[src/rtl/mtsp_src_operate_nd.sv]
// Multi-lane pipelined source-operand modifier (pass/neg/abs/neg-abs, int and float).
// Optional MTSP_SRCOP_SATURATE_EN: integer overflow saturates to MAX instead of wrapping.

module mtsp_src_operate_nd_lane #(
    parameter int DWIDTH      = 32,
    parameter int FP_SIGN_BIT = 23
) (
    input  logic [2:0]        op,
    input  logic [DWIDTH-1:0] x,
    output logic [DWIDTH-1:0] res,
    output logic              ovf
);
    localparam logic [DWIDTH-1:0] MIN = {1'b1, {(DWIDTH-1){1'b0}}};
`ifdef MTSP_SRCOP_SATURATE_EN
    localparam logic [DWIDTH-1:0] MAX = {1'b0, {(DWIDTH-1){1'b1}}};
`endif

    logic is_int, neg, abs_en;
    logic [DWIDTH-1:0] mag, ires;

    assign is_int = op[0];
    assign neg    = op[1];
    assign abs_en = op[2];

    always_comb begin
        mag  = (abs_en && x[DWIDTH-1]) ? -x : x;
        ires = neg ? -mag : mag;
        // only MIN with a single sign change has no representable result
        ovf  = is_int && (x == MIN) && (abs_en ^ neg);
        res  = x;
        if (is_int) begin
`ifdef MTSP_SRCOP_SATURATE_EN
            res = ovf ? MAX : ires;
`else
            res = ires;
`endif
        end else begin
            res[FP_SIGN_BIT] = (abs_en ? 1'b0 : x[FP_SIGN_BIT]) ^ neg;
        end
    end
endmodule

module mtsp_src_operate_nd #(
    parameter int LANES       = 4,
    parameter int DWIDTH      = 32,
    parameter int FP_SIGN_BIT = 23,
    parameter int PIPE_DEPTH  = 2
) (
    input  logic                      CLK,
    input  logic                      RST,
    input  logic                      IN_VALID,
    output logic                      IN_READY,
    input  logic [LANES*3-1:0]        IN_OP,
    input  logic [LANES*DWIDTH-1:0]   IN_DATA,
    output logic                      OUT_VALID,
    input  logic                      OUT_READY,
    output logic [LANES*DWIDTH-1:0]   OUT_DATA,
    output logic [LANES-1:0]          OUT_OVF,
    input  logic                      OVF_CLR,
    output logic                      OVF_STICKY
);
    logic [LANES-1:0][DWIDTH-1:0] op_res;
    logic [LANES-1:0]             op_ovf;

    logic [PIPE_DEPTH-1:0]                         vld_pipe;
    logic [PIPE_DEPTH-1:0]                         ld;
    logic [PIPE_DEPTH-1:0][LANES*DWIDTH-1:0]       data_pipe;
    logic [PIPE_DEPTH-1:0][LANES-1:0]              ovf_pipe;

    for (genvar i = 0; i < LANES; i++) begin : g_lane
        mtsp_src_operate_nd_lane #(
            .DWIDTH      (DWIDTH),
            .FP_SIGN_BIT (FP_SIGN_BIT)
        ) u_lane (
            .op  (IN_OP[3*i +: 3]),
            .x   (IN_DATA[DWIDTH*i +: DWIDTH]),
            .res (op_res[i]),
            .ovf (op_ovf[i])
        );
    end

    // stage k can load iff some stage at or downstream of k has a hole, or the sink drains
    always_comb begin
        for (int k = 0; k < PIPE_DEPTH; k++) begin
            ld[k] = OUT_READY;
            for (int j = k; j < PIPE_DEPTH; j++)
                if (!vld_pipe[j]) ld[k] = 1'b1;
        end
    end

    assign IN_READY   = ld[0] & ~RST;
    assign OUT_VALID  = vld_pipe[PIPE_DEPTH-1];
    assign OUT_DATA   = data_pipe[PIPE_DEPTH-1];
    assign OUT_OVF    = ovf_pipe[PIPE_DEPTH-1];

    always_ff @(posedge CLK) begin
        if (RST) begin
            vld_pipe  <= '0;
            data_pipe <= '0;
            ovf_pipe  <= '0;
        end else begin
            if (ld[0]) begin
                vld_pipe[0] <= IN_VALID;
                if (IN_VALID) begin
                    data_pipe[0] <= op_res;
                    ovf_pipe[0]  <= op_ovf;
                end
            end
            for (int k = 1; k < PIPE_DEPTH; k++) begin
                if (ld[k]) begin
                    vld_pipe[k] <= vld_pipe[k-1];
                    if (vld_pipe[k-1]) begin
                        data_pipe[k] <= data_pipe[k-1];
                        ovf_pipe[k]  <= ovf_pipe[k-1];
                    end
                end
            end
        end
    end

    always_ff @(posedge CLK) begin
        if (RST)
            OVF_STICKY <= 1'b0;
        else if (OUT_VALID && OUT_READY && |OUT_OVF)
            OVF_STICKY <= 1'b1;
        else if (OVF_CLR)
            OVF_STICKY <= 1'b0;
    end
endmodule

[config.mk]
export PLATFORM = sky130hd
export DESIGN_NAME = mtsp_src_operate_nd
export DESIGN_NICKNAME = d
export VERILOG_FILES = /design/src/rtl/mtsp_src_operate_nd.sv
export SDC_FILE = /design/constraint.sdc
export NUM_CORES = 1
export LEC_CHECK = 0
export BUFFER_PORTS_ARGS = -buffer_cell sky130_fd_sc_hd__clkbuf_2
export CAP_MARGIN = 20
export CELL_PAD_IN_SITES_DETAIL_PLACEMENT = 0
export CELL_PAD_IN_SITES_GLOBAL_PLACEMENT = 2
export CORE_ASPECT_RATIO = 0.5
export CORE_UTILIZATION = 33
export CTS_CLUSTER_DIAMETER = 120
export DETAILED_ROUTE_END_ITERATION = 7
export PLACE_DENSITY = 0.8
export RECOVER_POWER = 25
export SYNTH_ARGS = -nofsm -noshare
export SYNTH_HDL_FRONTEND = slang
export SYNTH_SLANG_ARGS = --single-unit
[constraint.sdc]
create_clock -name CLK -period 4 [get_ports CLK]
set_clock_uncertainty 0.2 [all_clocks]
set_input_delay 0 -clock CLK [delete_from_list [all_inputs] [get_ports CLK]]
set_output_delay 0 -clock CLK [all_outputs]
set_load 0.005 [all_outputs]
== Word-level counts from Yosys, hierarchy flattened ==
Index checks and enable logic that the tools add are counted.
Word-level totals
  flip-flop bits (word level): 267
  output and inout port bits: 135
  word-level logic and storage cells: 76
Cells by class
  add/subtract/negate cells: 8
  equality and inequality tests: 4
  mux-type cells: 29
  bitwise gates (word level): 10
  reductions and logical operators: 18
Operators with widths (number)
  2-to-1 mux 32 bit: 8
  negation 32 bit: 8
  equality test 32 bit (second input constant): 4
  2-to-1 mux 23 bit: 4
  2-to-1 mux 8 bit: 4
  logical AND 1 bit: 14
  2-to-1 mux 1 bit: 13
  bitwise XOR 1 bit: 8
  AND reduction 2 bit: 2
  OR reduction 4 bit: 1
  nonzero test 2 bit: 1
  AND 1 bit: 1
  NOT 1 bit: 1

== Longest topological paths before layout ==
  word-level depth: 5
  depth in mapped cells: 15

== Hierarchy ==
A second synthesis with hierarchy kept.
Unflattened totals
  cells, all modules: 3061
  area, all modules: 22894.5 sq um
By module, submodules not included
  mtsp_src_operate_nd: instances 1, cells an instance 1321, area each 11999.0 sq um, seq. area each 5345.1 sq um
  mtsp_src_operate_nd_lane: instances 4, cells an instance 435, area each 2723.9 sq um, seq. area each 0.0 sq um

== Least setup slack after synthesis ==
No wires, ideal clock.
  path kind: input to register
  start point: in IN_DATA[0]
  end point: reg data_pipe[24] (netlist bit)
  setup time: 86 ps
  data arrival time: 3065 ps
  data required time: 3714 ps
  setup slack: 650 ps
  stages on the path: 15
  path buffers: 3
  cells stage by stage: buf_2 > inv_1 > ha_1 > clkbuf_1 > nor2b_1 > a21oi_1 > o32ai_1 > nand4_1 > or4_1 > clkbuf_1 > o41ai_1 > xnor2_1 > nand2_1 > xor2_1 > a211oi_1
On the way
  cells in the longest elaborated chain, start to end: 5
RTL lines
  start, declared: line 54  | input logic [LANES*DWIDTH-1:0] IN_DATA,
  negation 32 bit: line 26  | mag = (abs_en && x[DWIDTH-1]) ? -x : x;
  2-to-1 mux 32 bit (*): line 26
  negation 32 bit: line 27  | ires = neg ? -mag : mag;
  2-to-1 mux 32 bit (*): line 27
  2-to-1 mux 8 bit (*): line 31  | if (is_int) begin
  end signal, assigned by index: line 113  | data_pipe[k] <= data_pipe[k-1];
  end, declared: line 67  | logic [PIPE_DEPTH-1:0][LANES*DWIDTH-1:0] data_pipe;
Every way passes the cells marked *; elsewhere a longest branch is shown, timed or not.
A chain may end at the register's enable or synchronous reset.

== Worst setup path in the final report ==
  start point: in IN_DATA[5]
  end point: reg data_pipe[29] (netlist bit)
The elaborated chain is that of the path after synthesis.

==> run_results.csv <==
group,metric,value,unit
status,status,"complete, but fails checks",
status,violations,"design-rule violations",
floorplanning,fp.dieArea,59000,µm²
layout,n_antenna_cell,0,
sta,fmax,260,MHz
synthesis,synthFlopType,"dfxtp_1",
grt,grt_remaining_overflow,0,
synthesis,synth_cell_type_count,95,
hold_path,whs_path_depth,4,
floorplanning,coreArea,56400,µm²
detailed_routing,firstDrtPassIters,7,
sta,fin_crit_sh,96.1,%
power,seq_power_share,39.3,%
floorplanning,die_width,343,µm
worst_setup_path,critPathMaxStageDelay,0.62,ns
sta,worstMarginPinSlew,1.09,ns
worst_setup_path,reg2reg_from,"vld_pipe[1]",
detailed_routing,ant_nets,0,
worst_setup_path,crit_path_start_kind,"input port",
grt,grt_max_degree,138,
worst_setup_path,end_kind,"flop",
worst_setup_path,path_max_fanout,10,
power,ir_drop,0.289,mV
grt,antenna_found_initial,0,
detailed_routing,drc_errors,4,
sta,slew_headroom,27.1,%
worst_setup_path,cp_slowest_cell,"or4_4",
clocking,ctsLongestPathBuffers,3,
worst_setup_path,r2r_cells,7,
grt,grtUsageTotal,20.8,%
synthesis,syn_nets,2787,
detailed_routing,vias,18906,
detailed_routing,wl_met3,2580,µm
sta,fin_ws,0.156,ns
detailed_routing,drtIter0Drc,1229,
sta,fin_crit,3.84,ns
floorplanning,initial_core_util,33.9,%
clocking,cts-htree-levels,1,
clocking,cts_tree,"yes",
synthesis,postSynth.asyncResetShare,0,%
clocking,clkSlewWorstSetupHoldPaths,0.07,ns
hold_path,hold_path_end,"data_pipe[123]",
detailed_routing,wl_met1,31000,µm
sta,drv_slew,0,
sta,finalHoldViolCount,0,
floorplanning,die_h,172,µm
clocking,cts-root-buf,"clkbuf_16",
worst_setup_path,reg2reg_slack,0.85,ns
synthesis,synthCells,2634,
worst_setup_path,timing.critical_path.max_delay_family,"simple AND/OR/NAND/NOR gates",
power,p_int,5.15,mW
detailed_routing,dr.max_layer_used,"met4",
synthesis,ys_seq_elements,267,
power,clockPowerShare,38.3,%
synthesis,yosys-top-cells-area,"dfxtp_1, nand2_1, a21oi_1",
detailed_routing,route.detailed.wl_per_inst,17.3,µm
clocking,cts_buffers,28,
run,drv_cap,0,
synthesis,ys_warn_count,0,
synthesis,synth_edf_count,0,
sta,setup_viol,0,
synthesis,synth_area_per_cell,7.27,µm²
synthesis,synthesis.area,19100,µm²
clocking,cts_sinks,267,
placement,dpl.hpwl,43000,µm
worst_setup_path,crit_path_cell_trace,"dlygate4sd3_1, clkbuf_2, or4_4, o31a_1, xor2_1, nand3b_1, or4_4, nor2_1, a31oi_1, xnor2_1, a221oi_1, dlygate4sd3_1, nor2_1",
synthesis,synth_largest_area_cell,"dfxtp_1",
layout,final_nets,3033,
power,switching_share,30.1,%
power,powerDensity,314,nW/µm²
worst_setup_path,path_buf_inv,3,
power,p_sw,2.22,mW
layout,n_fill_cell,5982,
worst_setup_path,path_class,"input port to flop",
hold_path,min_from,"IN_OP[10]",
placement,place_ws,0.233,ns
worst_setup_path,required,4.24,ns
floorplanning,rows,61,
clocking,clk_latency,0.59,ns
detailed_routing,dr_wl_met2,28300,µm
worst_setup_path,cp.arrival,4.09,ns
placement,place_congestion,0.877,
placement,portBuffers,279,
power,p_leak,8.51,nW
power,pwr-share-comb,22.4,%
worst_setup_path,r2r_end,"data_pipe[27]",
layout,drive_gt1_share,15.1,%
grt,grt_pass1_vias,17891,
detailed_routing,drt_wl_total,63400,µm
hold_path,hold_class,"input port to flop",
synthesis,synth_top_cell_area_share,27.9,%
sta,setup_tns,0,ns
detailed_routing,drt-vias-per-instance,5.17,
floorplanning,ios,280,
grt,grt_pass1_wl,100000,µm
layout,area_growth_syn_to_layout,22.6,%
synthesis,synth_seq_area_share,27.9,%
## cells in the mapped netlist (15+ instances only)
cell        n
buf_2      19
nand2_1   468
nor4_1     28
inv_1      29
nand4_1    28
nand2b_1   18
buf_1      15
and3_1     16
nand3_1    42
nor2_1    215
clkbuf_1  185
a31oi_1    32
o21ai_0    96
nor3_1     61
a211oi_1   78
buf_4     132
dfxtp_1   267
o31ai_1    36
or4_1      18
xnor2_1   132
xor2_1    127
a21oi_1   251
or3_1      31
## repair_timing
action | 4_1_cts | 5_1_grt
endpoints found under the setup margin | 0 | 29
endpoints found under the hold margin | 188 | 0
setup buffers | 0 | 9
hold buffers | 207 | 0
resized for setup | 0 | 40
## how the worst max path moves through the flow
stage | from | end | cells past startpoint | slack (ns)
2_1_floorplan | IN_DATA[0] | data_pipe[24] | 15 | 0.65
3_3_place_gp | IN_DATA[32] | data_pipe[63] | 13 | 0.30
3_5_place_dp | IN_DATA[33] | data_pipe[54] | 13 | 0.23
4_1_cts | IN_DATA[64] | data_pipe[83] | 15 | 0.04
5_1_grt | IN_DATA[64] | data_pipe[77] | 16 | -0.008
6_report | IN_DATA[5] | data_pipe[29] | 13 | 0.16
## flip-flops by register name, indices dropped and copies added (netlist names)
signal / count
OUT_DATA: 128
data_pipe: 128
OUT_OVF: 4
ovf_pipe: 4
vld_pipe: 2
OVF_STICKY: 1
## kinds of logic (layout without fill, tap and decap cells)
| family | count (synthesis) | in the layout | share of synthesized area (%) |
|---|---|---|---|
| buf+inv | 384 | 650 | 10.3 |
| flops | 267 | 267 | 27.9 |
| mux | 15 | 15 | 0.797 |
| simple gates | 1046 | 1046 | 26.3 |
| xor+xnor | 259 | 259 | 11.9 |
| fa+ha+maj | 8 | 8 | 0.523 |
| compound gates | 655 | 655 | 22.3 |
## worst reg2reg max path, stage by stage, from the launching register on
cell           delay [ns]
dfxtp_1              0.32
nor2b_1              0.21
nand2_1              0.14
and2_4               0.72
buf_4                0.45
o21ai_0              0.15
a221oi_1             0.31
dlygate4sd3_1        0.58
## layout by cell type (no fill, tap or decap), types with 31 or more instances in the layout
master         count
dlygate4sd3_1    207
xnor2_1          130
a211oi_1          78
nand2_1          467
or3_1             31
clkbuf_2         205
nor3_1            58
a31oi_1           32
a21oi_1          250
xor2_1           127
nand3_1           41
nor2_1           215
buf_4             80
o31ai_1           35
o21ai_0           94
clkbuf_1          74
dfxtp_1          267
## layout make-up
| cell class | count | area [µm²] | area share (%) |
|---|---|---|---|
| clock buffer | 34 | 774 | 3.30 |
| clock inverter | 16 | 194 | 0.827 |
| inverter | 30 | 113 | 0.480 |
| multi-input combinational | 1983 | 12000 | 51.2 |
| sequential | 267 | 5350 | 22.8 |
| tap | 756 | 946 | 4.03 |
| timing repair buffer | 570 | 4070 | 17.3 |
## power groups by stage
stage          registers, mW  clock network, mW  logic (mW)
3_3_place_gp            2.95                  0        1.44
6_report                2.89               2.82        1.65
3_5_place_dp            2.95                  0        1.44
4_1_cts                 2.89               2.94        1.64
2_1_floorplan           2.93                  0        1.05
5_1_grt                 2.91               3.03        1.83
## routing by layer
layer	vias to the layer above	track usage [%]
li1	9612	-
met1	8853	29.2
met2	361	33.3
met3	80	2.89
met4	0	5.26
met5	-	0
## metrics by stage
stage / hold WS, ns / utilization (%) / power (mW) / area [µm²] / cells
after floorplan: -0.0826 / - / 3.98 / 19100 / 2634
after global placement: 0.0717 / 35.9 / 4.39 / 20300 / 3390
after detailed placement: 0.0874 / 35.9 / 4.39 / 20300 / 3390
after CTS: 0.0337 / 41.3 / 7.48 / 23300 / 3647
after global routing: 0.119 / 41.6 / 7.77 / 23500 / 3656
final: 0.0770 / 41.6 / 7.37 / 23500 / 3656
Note: power is estimated with default switching activity, not from simulation.
